### config.mk
export PLATFORM = sky130hd
export DESIGN_NAME = stall_controller_flat
export DESIGN_NICKNAME = d
export VERILOG_FILES = /design/src/rtl/stall_controller_if.sv /design/src/rtl/stall_controller.sv /design/src/flat_wrapper.sv
export SDC_FILE = /design/constraint.sdc
export NUM_CORES = 1
export LEC_CHECK = 0
export CAP_MARGIN = 10
export CORE_ASPECT_RATIO = 1.25
export CORE_MARGIN = 4
export CORE_UTILIZATION = 41
export CTS_CLUSTER_SIZE = 25
export DETAILED_ROUTE_END_ITERATION = 7
export HOLD_SLACK_MARGIN = 0.12
export PLACE_DENSITY = 0.74
export SLEW_MARGIN = 5
export SYNTH_ARGS = -nofsm -noshare
export SYNTH_HDL_FRONTEND = slang
export SYNTH_SLANG_ARGS = --single-unit
### constraint.sdc
create_clock -name clock -period 2 [get_ports clock]
set_input_delay 0.4 -clock clock [delete_from_list [all_inputs] [get_ports clock]]
set_output_delay 0.4 -clock clock [all_outputs]
set_load 0.01 [all_outputs]
### src/rtl/stall_controller_if.sv
// rtl/stall_controller_if.sv - hazard inputs and per-stage enable/bubble bundle for the stall controller
interface stall_controller_if #(
    parameter int REG_ADDR_WIDTH = 5
);
    logic [REG_ADDR_WIDTH-1:0] rsID;
    logic [REG_ADDR_WIDTH-1:0] rtID;
    logic                      useRtID;
    logic                      memReadEX;
    logic [REG_ADDR_WIDTH-1:0] rtEX;
    logic                      branchTakenEX;
    logic                      muldivStartEX;
    logic                      memRequestMEM;
    logic                      memReadyMEM;

    logic enablePC;
    logic enableIFID;
    logic enableIDEX;
    logic enableEXMEM;
    logic enableMEMWB;
    logic bubbleIFID;
    logic bubbleIDEX;
    logic bubbleEXMEM;
    logic bubbleMEMWB;
    logic muldivDone;

    modport master (
        output rsID, rtID, useRtID, memReadEX, rtEX, branchTakenEX,
               muldivStartEX, memRequestMEM, memReadyMEM,
        input  enablePC, enableIFID, enableIDEX, enableEXMEM, enableMEMWB,
               bubbleIFID, bubbleIDEX, bubbleEXMEM, bubbleMEMWB, muldivDone
    );

    modport slave (
        input  rsID, rtID, useRtID, memReadEX, rtEX, branchTakenEX,
               muldivStartEX, memRequestMEM, memReadyMEM,
        output enablePC, enableIFID, enableIDEX, enableEXMEM, enableMEMWB,
               bubbleIFID, bubbleIDEX, bubbleEXMEM, bubbleMEMWB, muldivDone
    );
endinterface

### src/rtl/stall_controller.sv
// rtl/stall_controller.sv - 5-stage pipeline stall/flush sequencer with mult/div occupancy and stall counter
module stall_controller #(
    parameter int MULDIV_LATENCY = 4,
    parameter int REG_ADDR_WIDTH = 5,
    parameter int COUNT_WIDTH    = 32
) (
    input  logic                   clock,
    input  logic                   resetStallController,
    stall_controller_if.slave      bus,
    output logic                   busyStallController,
    output logic [COUNT_WIDTH-1:0] stallCycles
);
    localparam int CNT_W = (MULDIV_LATENCY > 2) ? $clog2(MULDIV_LATENCY) : 1;
    localparam logic [CNT_W-1:0] CNT_LOAD = CNT_W'(MULDIV_LATENCY - 2);

    typedef enum logic {RUN, BUSY} state_t;

    state_t                    state, state_next;
    logic [CNT_W-1:0]          count, count_next;
    logic [REG_ADDR_WIDTH-1:0] rs_id, rt_id, rt_ex;
    logic                      mem_stall, load_use;
    // en: {PC, IFID, IDEX, EXMEM, MEMWB}; bub: {IFID, IDEX, EXMEM, MEMWB}
    logic [4:0]                en;
    logic [3:0]                bub;
    logic                      done;

    assign rs_id = bus.rsID;
    assign rt_id = bus.rtID;
    assign rt_ex = bus.rtEX;

    assign mem_stall = bus.memRequestMEM & ~bus.memReadyMEM;
    assign load_use  = bus.memReadEX & (rt_ex != '0) &
                       ((rt_ex == rs_id) | (bus.useRtID & (rt_ex == rt_id)));

    always_comb begin
        state_next = state;
        count_next = count;
        en         = 5'b11111;
        bub        = 4'b0000;
        done       = 1'b0;
        case (state)
            RUN: begin
                if (mem_stall) begin
                    en  = 5'b00001;
                    bub = 4'b0001;
                end else if (bus.branchTakenEX) begin
                    bub = 4'b1100;
                end else if (bus.muldivStartEX) begin
                    en         = 5'b00001;
                    bub        = 4'b0010;
                    count_next = CNT_LOAD;
                    state_next = BUSY;
                end else if (load_use) begin
                    en  = 5'b00111;
                    bub = 4'b0100;
                end
            end
            BUSY: begin
                if (mem_stall) begin
                    en  = 5'b00001;
                    bub = 4'b0001;
                end else if (count != '0) begin
                    en         = 5'b00001;
                    bub        = 4'b0010;
                    count_next = count - 1'b1;
                end else begin
                    done       = 1'b1;
                    state_next = RUN;
                end
            end
            default: state_next = RUN;
        endcase
    end

    always_ff @(posedge clock or posedge resetStallController) begin
        if (resetStallController) begin
            state       <= RUN;
            count       <= '0;
            stallCycles <= '0;
        end else begin
            state <= state_next;
            count <= count_next;
            if (!en[4] && (stallCycles != '1))
                stallCycles <= stallCycles + 1'b1;
        end
    end

    // Reset must silence the datapath controls even before the state register settles.
    assign bus.enablePC    = en[4]  & ~resetStallController;
    assign bus.enableIFID  = en[3]  & ~resetStallController;
    assign bus.enableIDEX  = en[2]  & ~resetStallController;
    assign bus.enableEXMEM = en[1]  & ~resetStallController;
    assign bus.enableMEMWB = en[0]  & ~resetStallController;
    assign bus.bubbleIFID  = bub[3] & ~resetStallController;
    assign bus.bubbleIDEX  = bub[2] & ~resetStallController;
    assign bus.bubbleEXMEM = bub[1] & ~resetStallController;
    assign bus.bubbleMEMWB = bub[0] & ~resetStallController;
    assign bus.muldivDone  = done   & ~resetStallController;

    assign busyStallController = (state == BUSY);
endmodule
### src/flat_wrapper.sv
// flat-port wrapper written by rule: the top's interface ports become plain ports
module stall_controller_flat 
#(
    parameter int MULDIV_LATENCY = 4,
    parameter int REG_ADDR_WIDTH = 5,
    parameter int COUNT_WIDTH    = 32
)
  (clock, resetStallController, busyStallController, stallCycles, bus_rsID, bus_rtID, bus_useRtID, bus_memReadEX, bus_rtEX, bus_branchTakenEX, bus_muldivStartEX, bus_memRequestMEM, bus_memReadyMEM, bus_enablePC, bus_enableIFID, bus_enableIDEX, bus_enableEXMEM, bus_enableMEMWB, bus_bubbleIFID, bus_bubbleIDEX, bus_bubbleEXMEM, bus_bubbleMEMWB, bus_muldivDone);
  stall_controller_if #(.REG_ADDR_WIDTH(REG_ADDR_WIDTH)) bus_i ();
  input  logic clock;
  input  logic resetStallController;
  output logic busyStallController;
  output logic [COUNT_WIDTH-1:0] stallCycles;
  input wire logic [$bits(bus_i.rsID)-1:0] bus_rsID;
  input wire logic [$bits(bus_i.rtID)-1:0] bus_rtID;
  input wire logic [$bits(bus_i.useRtID)-1:0] bus_useRtID;
  input wire logic [$bits(bus_i.memReadEX)-1:0] bus_memReadEX;
  input wire logic [$bits(bus_i.rtEX)-1:0] bus_rtEX;
  input wire logic [$bits(bus_i.branchTakenEX)-1:0] bus_branchTakenEX;
  input wire logic [$bits(bus_i.muldivStartEX)-1:0] bus_muldivStartEX;
  input wire logic [$bits(bus_i.memRequestMEM)-1:0] bus_memRequestMEM;
  input wire logic [$bits(bus_i.memReadyMEM)-1:0] bus_memReadyMEM;
  output wire logic [$bits(bus_i.enablePC)-1:0] bus_enablePC;
  output wire logic [$bits(bus_i.enableIFID)-1:0] bus_enableIFID;
  output wire logic [$bits(bus_i.enableIDEX)-1:0] bus_enableIDEX;
  output wire logic [$bits(bus_i.enableEXMEM)-1:0] bus_enableEXMEM;
  output wire logic [$bits(bus_i.enableMEMWB)-1:0] bus_enableMEMWB;
  output wire logic [$bits(bus_i.bubbleIFID)-1:0] bus_bubbleIFID;
  output wire logic [$bits(bus_i.bubbleIDEX)-1:0] bus_bubbleIDEX;
  output wire logic [$bits(bus_i.bubbleEXMEM)-1:0] bus_bubbleEXMEM;
  output wire logic [$bits(bus_i.bubbleMEMWB)-1:0] bus_bubbleMEMWB;
  output wire logic [$bits(bus_i.muldivDone)-1:0] bus_muldivDone;
  assign bus_i.rsID = bus_rsID;
  assign bus_i.rtID = bus_rtID;
  assign bus_i.useRtID = bus_useRtID;
  assign bus_i.memReadEX = bus_memReadEX;
  assign bus_i.rtEX = bus_rtEX;
  assign bus_i.branchTakenEX = bus_branchTakenEX;
  assign bus_i.muldivStartEX = bus_muldivStartEX;
  assign bus_i.memRequestMEM = bus_memRequestMEM;
  assign bus_i.memReadyMEM = bus_memReadyMEM;
  assign bus_enablePC = bus_i.enablePC;
  assign bus_enableIFID = bus_i.enableIFID;
  assign bus_enableIDEX = bus_i.enableIDEX;
  assign bus_enableEXMEM = bus_i.enableEXMEM;
  assign bus_enableMEMWB = bus_i.enableMEMWB;
  assign bus_bubbleIFID = bus_i.bubbleIFID;
  assign bus_bubbleIDEX = bus_i.bubbleIDEX;
  assign bus_bubbleEXMEM = bus_i.bubbleEXMEM;
  assign bus_bubbleMEMWB = bus_i.bubbleMEMWB;
  assign bus_muldivDone = bus_i.muldivDone;
  stall_controller #(.MULDIV_LATENCY(MULDIV_LATENCY), .REG_ADDR_WIDTH(REG_ADDR_WIDTH), .COUNT_WIDTH(COUNT_WIDTH)) u_core (.clock(clock), .resetStallController(resetStallController), .bus(bus_i), .busyStallController(busyStallController), .stallCycles(stallCycles));
endmodule
==> results.cfg <==
[status]
status = complete, but fails checks
violations = negative setup slack

[sta]
setup_slack_ns = -0.04053
rsz0062_at_grt = true
min_period_ns = 2.041
period_share = 1.020
max_slew_margin = 0.7018
fin_skew_ns = 0.005557
slew_viol_final = 0
setup_viol = 2
final_hold_viol_count = 0
max_freq_ghz = 0.4901
tightest_slew_ns = 0.4473

[synthesis]
synth.distinct_cells = 38
synth-seq-cells = 35
yosys_warnings = 0
yosys.area.top_type = dfrtp_1
postSynthAreaPerCell_um2 = 9.769
synth_top_area_frac = 0.4416
synth_seq_area_share = 0.4416
syn_nets = 228
syn_area_um2 = 1983
synthTopCellsByArea = dfrtp_1 (44%), xor2_1 (14%), nor3_1 (5.6%), xnor2_1 (4.0%), nand2_1 (3.6%)
syn_inst = 203

[floorplanning]
num_rows = 28
io_pins = 66
dieArea_um2 = 6020
die_h_um = 85.76
die_x_um = 70.21
initial_utilization = 0.4224
core_um2 = 4695

[clock_tree]
htree_levels = 2
clockBufferDepth = 2
cts-root-buf = clkbuf_8
cts_tree = yes
cts_sinks = 35
clock_latency_ns = 0.29
clkTransAtPathRegs_ns = 0.07
holdBufCountCts = 0
numCtsBuffers = 5

[setup_path]
cp_slowest_stage_delay_ns = 0.42
crit_slowest_cell = dfrtp_1
arrival_ns = 1.64
reg2reg_slack_ns = 0.01
cp.required_ns = 1.60
r2r_cells = 9
worstSetupStartpointType = flip-flop
endpoint_kind = output port
reg2reg_to = u_core.stallCycles[16]$_DFFE_PP0P_
path_cells = buf_6, nor2b_4, a21o_1, nor3_2, buf_4, o21a_1, buf_2
r2r-start = u_core.stallCycles[28]$_DFFE_PP0P_
critPathKind = reg -> out
cp_max_fo = 3

[global_routing]
antenna_found_initial = 0
met2_usage = 0.3414
gr-usage-all-layers = 0.2001
top_usage_layer = met2
met3_usage = 0.05275
grt_pass1_vias = 2099
gr-usage-met1 = 0.2455
grt_max_degree = 36
grt_overflow = 0
grt_pass1_wl_um = 9611

[detailed_routing]
routed_wirelength_um = 5986
ant_nets = 0
wl_per_cell_um = 15.67
drt_iter0_drc = 70
drcViolationCount = 0
first_pass_iters = 4
viasPerCell = 5.113
num_vias = 1953

[layout]
drive_gt1_frac = 0.3851
area_growth_pct = 73.06
fin_nets = 346
n_antenna_cell = 0
final_area_um2 = 3432

[place]
io_buffers = 65
gp_congestion = 0.9130
placedInstanceArea_um2 = 3005
hpwlAfterDp_um = 3940

[power]
vdd_ir_drop_max_v = 0.0007312
total_power_mw = 3.221
p_leak_nw = 1.711
cellPowerDensity_nw_per_um2 = 938.5

[min_path]
hold_path_end = u_core.count[0]$_DFFE_PP0P_
worstHoldStart = u_core.count[0]$_DFFE_PP0P_
hp-class = reg -> reg
hold_depth = 2

[run]
maxCapViolations = 0
-- per-layer routing --
layer | vias up | part of all wire
li1 | 939 | -
met1 | 937 | 0.42
met2 | 68 | 0.50
met3 | 9 | 0.057
met4 | 0 | 0.018
met5 | - | 0
-- through the flow --
| step | TNS (ns) | worst slack, ns | utilization | std cells | hold slack [ns] |
|---|---|---|---|---|---|
| 3_5_place_dp | -24.60 | -0.7308 | 0.6402 | 364 | 0.4624 |
| 5_1_grt | -0.8206 | -0.1161 | 0.7311 | 382 | 0.5139 |
| 2_1_floorplan | 0 | 0.002066 | - | 203 | 0.4387 |
| 4_1_cts | -0.05896 | -0.02969 | 0.7108 | 381 | 0.4969 |
| 3_3_place_gp | -24.34 | -0.7304 | 0.6402 | 364 | 0.4473 |
| 6_report | -0.08048 | -0.04053 | 0.7311 | 382 | 0.4913 |
-- flip-flops by register name, indices dropped and copies added (netlist names) --
| name | count |
|---|---|
| u_core.count | 2 |
| u_core.stallCycles | 32 |
| u_core.busyStallController | 1 |
-- critical path, delay by kind of cell (launching register included) --
family                 cells  cell delay, ns
AOI/OAI and AO/OA          2            0.30
DFF                        1            0.42
and+or+nand+nor            2            0.24
buffers and inverters      3            0.41
-- worst max path at each step --
stage                                               from                           endpoint  slack, ns  depth (start not counted)
floorplan                                    bus_rtEX[0]  u_core.stallCycles[1]$_DFFE_PP0P_      0.002                          7
global placement                             bus_rtEX[3]                     bus_enableIFID      -0.73                          8
detailed placement                           bus_rtEX[3]                     bus_enableIFID      -0.73                          8
CTS                          u_core.count[1]$_DFFE_PP0P_                     bus_enableIFID      -0.03                          8
global route        u_core.busyStallController$_DFF_PP0_                       bus_enablePC      -0.12                          7
finish              u_core.busyStallController$_DFF_PP0_                     bus_enableIFID      -0.04                          7
-- synthesized netlist by cell type --
| library cell | instances |
|---|---|
| dfrtp_1 | 35 |
| a21o_1 | 3 |
| nor4_1 | 2 |
| nor3_1 | 22 |
| and4_4 | 2 |
| or4_1 | 1 |
| o22a_1 | 1 |
| o21a_1 | 2 |
| nor3b_1 | 1 |
| nand4_1 | 7 |
| o31ai_1 | 1 |
| nor4_2 | 4 |
| buf_2 | 1 |
| or3_1 | 1 |
| buf_4 | 4 |
| a31oi_1 | 1 |
| a211oi_1 | 1 |
| and3_1 | 1 |
| xor2_1 | 32 |
| nor2_8 | 1 |
| or3_4 | 1 |
| and2_1 | 2 |
| and3_2 | 1 |
| mux2_2 | 1 |
| nand2b_1 | 1 |
| nor2b_1 | 2 |
| xnor2_1 | 9 |
| a21oi_1 | 1 |
| clkbuf_1 | 2 |
| nor3_2 | 1 |
| inv_1 | 7 |
| nand3_1 | 13 |
| nand3_4 | 1 |
| nor2_1 | 14 |
| ha_1 | 2 |
| nand2_1 | 19 |
| o211ai_1 | 1 |
| o21ai_0 | 2 |
-- cells by family (layout without fill, tap and decap cells) --
| family | count (synthesis) | after routing | share of synthesized area |
|---|---|---|---|
| fa+ha+maj | 2 | 2 | 0.01262 |
| simple gates | 97 | 97 | 0.2789 |
| xor+xnor | 41 | 41 | 0.1811 |
| compound gates | 13 | 13 | 0.04543 |
| mux | 1 | 1 | 0.005678 |
| buf+inv | 14 | 133 | 0.03470 |
| flops | 35 | 35 | 0.4416 |
-- final cells by class --
type	count	area, um^2
fillers	353	1262
inverters	7	26.28
well taps	60	75.07
repair buffers	118	1049
clock buffers	8	100.1
multi-input cells	154	1306
flip-flops and latches	35	875.8
-- placed cells by master, fill, tap and decap left out, drive strengths merged --
master,count
dlymetal6s2s,2
a31oi,1
and4,2
clkdlybuf4s15,4
a211oi,1
or3,2
dlygate4sd2,8
ha,2
o211ai,1
xnor2,9
clkbuf,10
dfrtp,35
a21oi,1
mux2,1
o21ai,2
o21a,2
nand2,19
nor3,23
clkdlybuf4s50,36
and2,2
o31ai,1
nor3b,1
and3,2
nand4,7
nor4,6
inv,7
xor2,32
o22a,1
nor2b,2
nor2,15
a21o,3
buf,66
or4,1
nand2b,1
nand3,14
-- where the power goes --
part	internal, mW	switching (mW)
Combinational	0.921	0.847
Clock	0.314	0.255
Sequential	0.806	0.0773
Total	2.04	1.18
-- repair_timing --
| action | in CTS | in global routing |
|---|---|---|
| setup buffers | 12 | 2 |
| pin swaps | 28 | 23 |
| gates resized for setup | 111 | 29 |
| endpoints found under the setup margin | 41 | 33 |
| gates cloned | 2 | 0 |
No activity file was read; power rests on OpenSTA's default activity.
==> variant: new RTL, same flow settings <==
`MULDIV_LATENCY` is set to 4 in 2 places; all go to 8.
--- a/src/rtl/stall_controller.sv
+++ b/src/rtl/stall_controller.sv
@@ -1,6 +1,6 @@
 // rtl/stall_controller.sv - 5-stage pipeline stall/flush sequencer with mult/div occupancy and stall counter
 module stall_controller #(
-    parameter int MULDIV_LATENCY = 4,
+    parameter int MULDIV_LATENCY = 8,
     parameter int REG_ADDR_WIDTH = 5,
     parameter int COUNT_WIDTH    = 32
 ) (
--- a/src/flat_wrapper.sv
+++ b/src/flat_wrapper.sv
@@ -1,7 +1,7 @@
 // flat-port wrapper written by rule: the top's interface ports become plain ports
 module stall_controller_flat 
 #(
-    parameter int MULDIV_LATENCY = 4,
+    parameter int MULDIV_LATENCY = 8,
     parameter int REG_ADDR_WIDTH = 5,
     parameter int COUNT_WIDTH    = 32
 )
Function: changed (Yosys sat finds a counterexample within 4 cycles, from zero or initial values and one cycle with resetStallController high).
==> variant against the original RTL <==
  * The run still ends with setup timing left
  * Highest routed layer unchanged
  * Sequential cell count up 1
  * Area after synthesis up 5.0%
  * Wire length decreased by 2.6%
  * Critical path depth increased by 3
  * Register-to-register slack worse by 0.12 ns
  * Synthesized cell count up 3.4%
  * Combinational power increased by 9.6%
  * Cell area rose by 1.9%
  * Largest power group unchanged
  * Global-route usage decreased by 1.3 points
  * Power increased by 7.1%
  * Core utilization down 0.80 points
  * Worst setup slack got worse by 0.072 ns
==> variant: results <==
metrics = {
    "status": {
        "status": "finished, violations left",
        "violations": "setup timing",
    },
    "hold_path": {
        "min_to": "u_core.stallCycles[20]$_DFFE_PP0P_",
        "hold_path_depth": 1,
        "hp-start": "u_core.stallCycles[20]$_DFFE_PP0P_",
        "hp-class": "reg2reg",
    },
    "finish": {
        "layout-drive-gt1-share_pct": 35.9,
        "signal_buffers": 127,
        "clock_area_share_pct": 2.58,
        "antennaDiodeCount": 0,
        "regArea_um2": 901,
        "nFillCells": 375,
        "multi_input_gates": 162,
        "layout.nets": 365,
        "nFlopsAndLatches": 36,
        "multiInputGateArea_mm2": 0.00131,
        "final-nonclk-buf-share_pct": 31.2,
        "inv_count": 7,
    },
    "logic_synthesis": {
        "synth_area_leaders": "dfrtp_1 (43%), xor2_1 (11%), xnor2_1 (5.9%)",
        "synth_common_cells": "dfrtp_1 (36), xor2_1 (27), nand2_1 (21), nand3_1 (15), nor3_1 (15)",
        "ys_seq_area_share_pct": 43.3,
        "synthesis.nets": 236,
        "ys_types": 43,
    },
    "setup_path": {
        "critPathKind": "reg2reg",
        "worst_ep_arrival_time_ns": 2.29,
        "crit_family": "compound AO/OA/AOI/OAI gates",
        "timing.rr.end": "u_core.stallCycles[1]$_DFFE_PP0P_",
        "r2r_start": "u_core.count[0]$_DFFE_PP0P_",
        "slowest_delay_ns": 0.39,
        "cp_max_fo": 6,
    },
    "global_route": {
        "grt_use_met3_pct": 5.28,
        "grt_max_degree": 37,
        "grt_pass1_vias": 2125,
        "track_usage_pct": 18.7,
        "grt_pass1_wl_um": 9320,
        "met1_usage_pct": 21.3,
        "antenna_found_initial": 0,
        "met2_usage_pct": 32.7,
    },
    "floorplan": {
        "start_util_pct": 43.1,
    },
    "power": {
        "p_leak_nw": 1.64,
        "p_switching_w": 0.00122,
        "peakVddDrop_mv": 0.752,
        "combinationalPowerShare_pct": 56.3,
        "seqPwrFrac_pct": 28.2,
    },
    "route": {
        "drt_first_iter_violations": 48,
        "m1WireLength_um": 2370,
        "via_count": 2045,
        "totalWireLength_um": 5830,
        "met3_length_um": 356,
        "routed-wl-met2_um": 2980,
    },
    "placed_design": {
        "place_congestion": 0.809,
        "place_hpwl_um": 4110,
        "dpl_cell_area_mm2": 0.00320,
    },
    "timing": {
        "layout_setup_ws_ns": -0.113,
        "tightest_slew_ns": 0.476,
        "fin_worst_skew_ns": 0.00476,
        "setup_viol": 20,
    },
}
## variant: cell types whose count changed after synthesis, sizes merged, moves of 5 or more
cell	before	now
nor3	23	15
xor2	32	27
nand4	7	2
xnor2	9	14
## variant: per-stage QoR
step                      TNS, ns  util, %  setup WS [ns]  total power (W)  instances
final                      -0.857     72.3         -0.113          0.00345        400
after global routing        -3.09     72.3         -0.178          0.00367        400
after CTS                  -0.771     70.5        -0.0784          0.00340        397
after detailed placement   -14.91     66.2         -0.710          0.00262        381
after global placement     -13.62     66.2         -0.634          0.00259        381
after floorplan                 0        -        0.00177          0.00179        210
## variant: kinds of logic after synthesis
group           synth area share [%]
xor+xnor                        17.2
buf+inv                         2.94
compound gates                  6.31
mux                            0.721
simple gates                    27.7
fa+ha+maj                       1.80
flops                           43.3
## variant: timing repair
action / in CTS / in global routing
cloned: 1 / 0
resized for setup: 67 / 41
setup buffers: 7 / 4
pin swaps: 19 / 23
setup endpoints to repair: 40 / 38
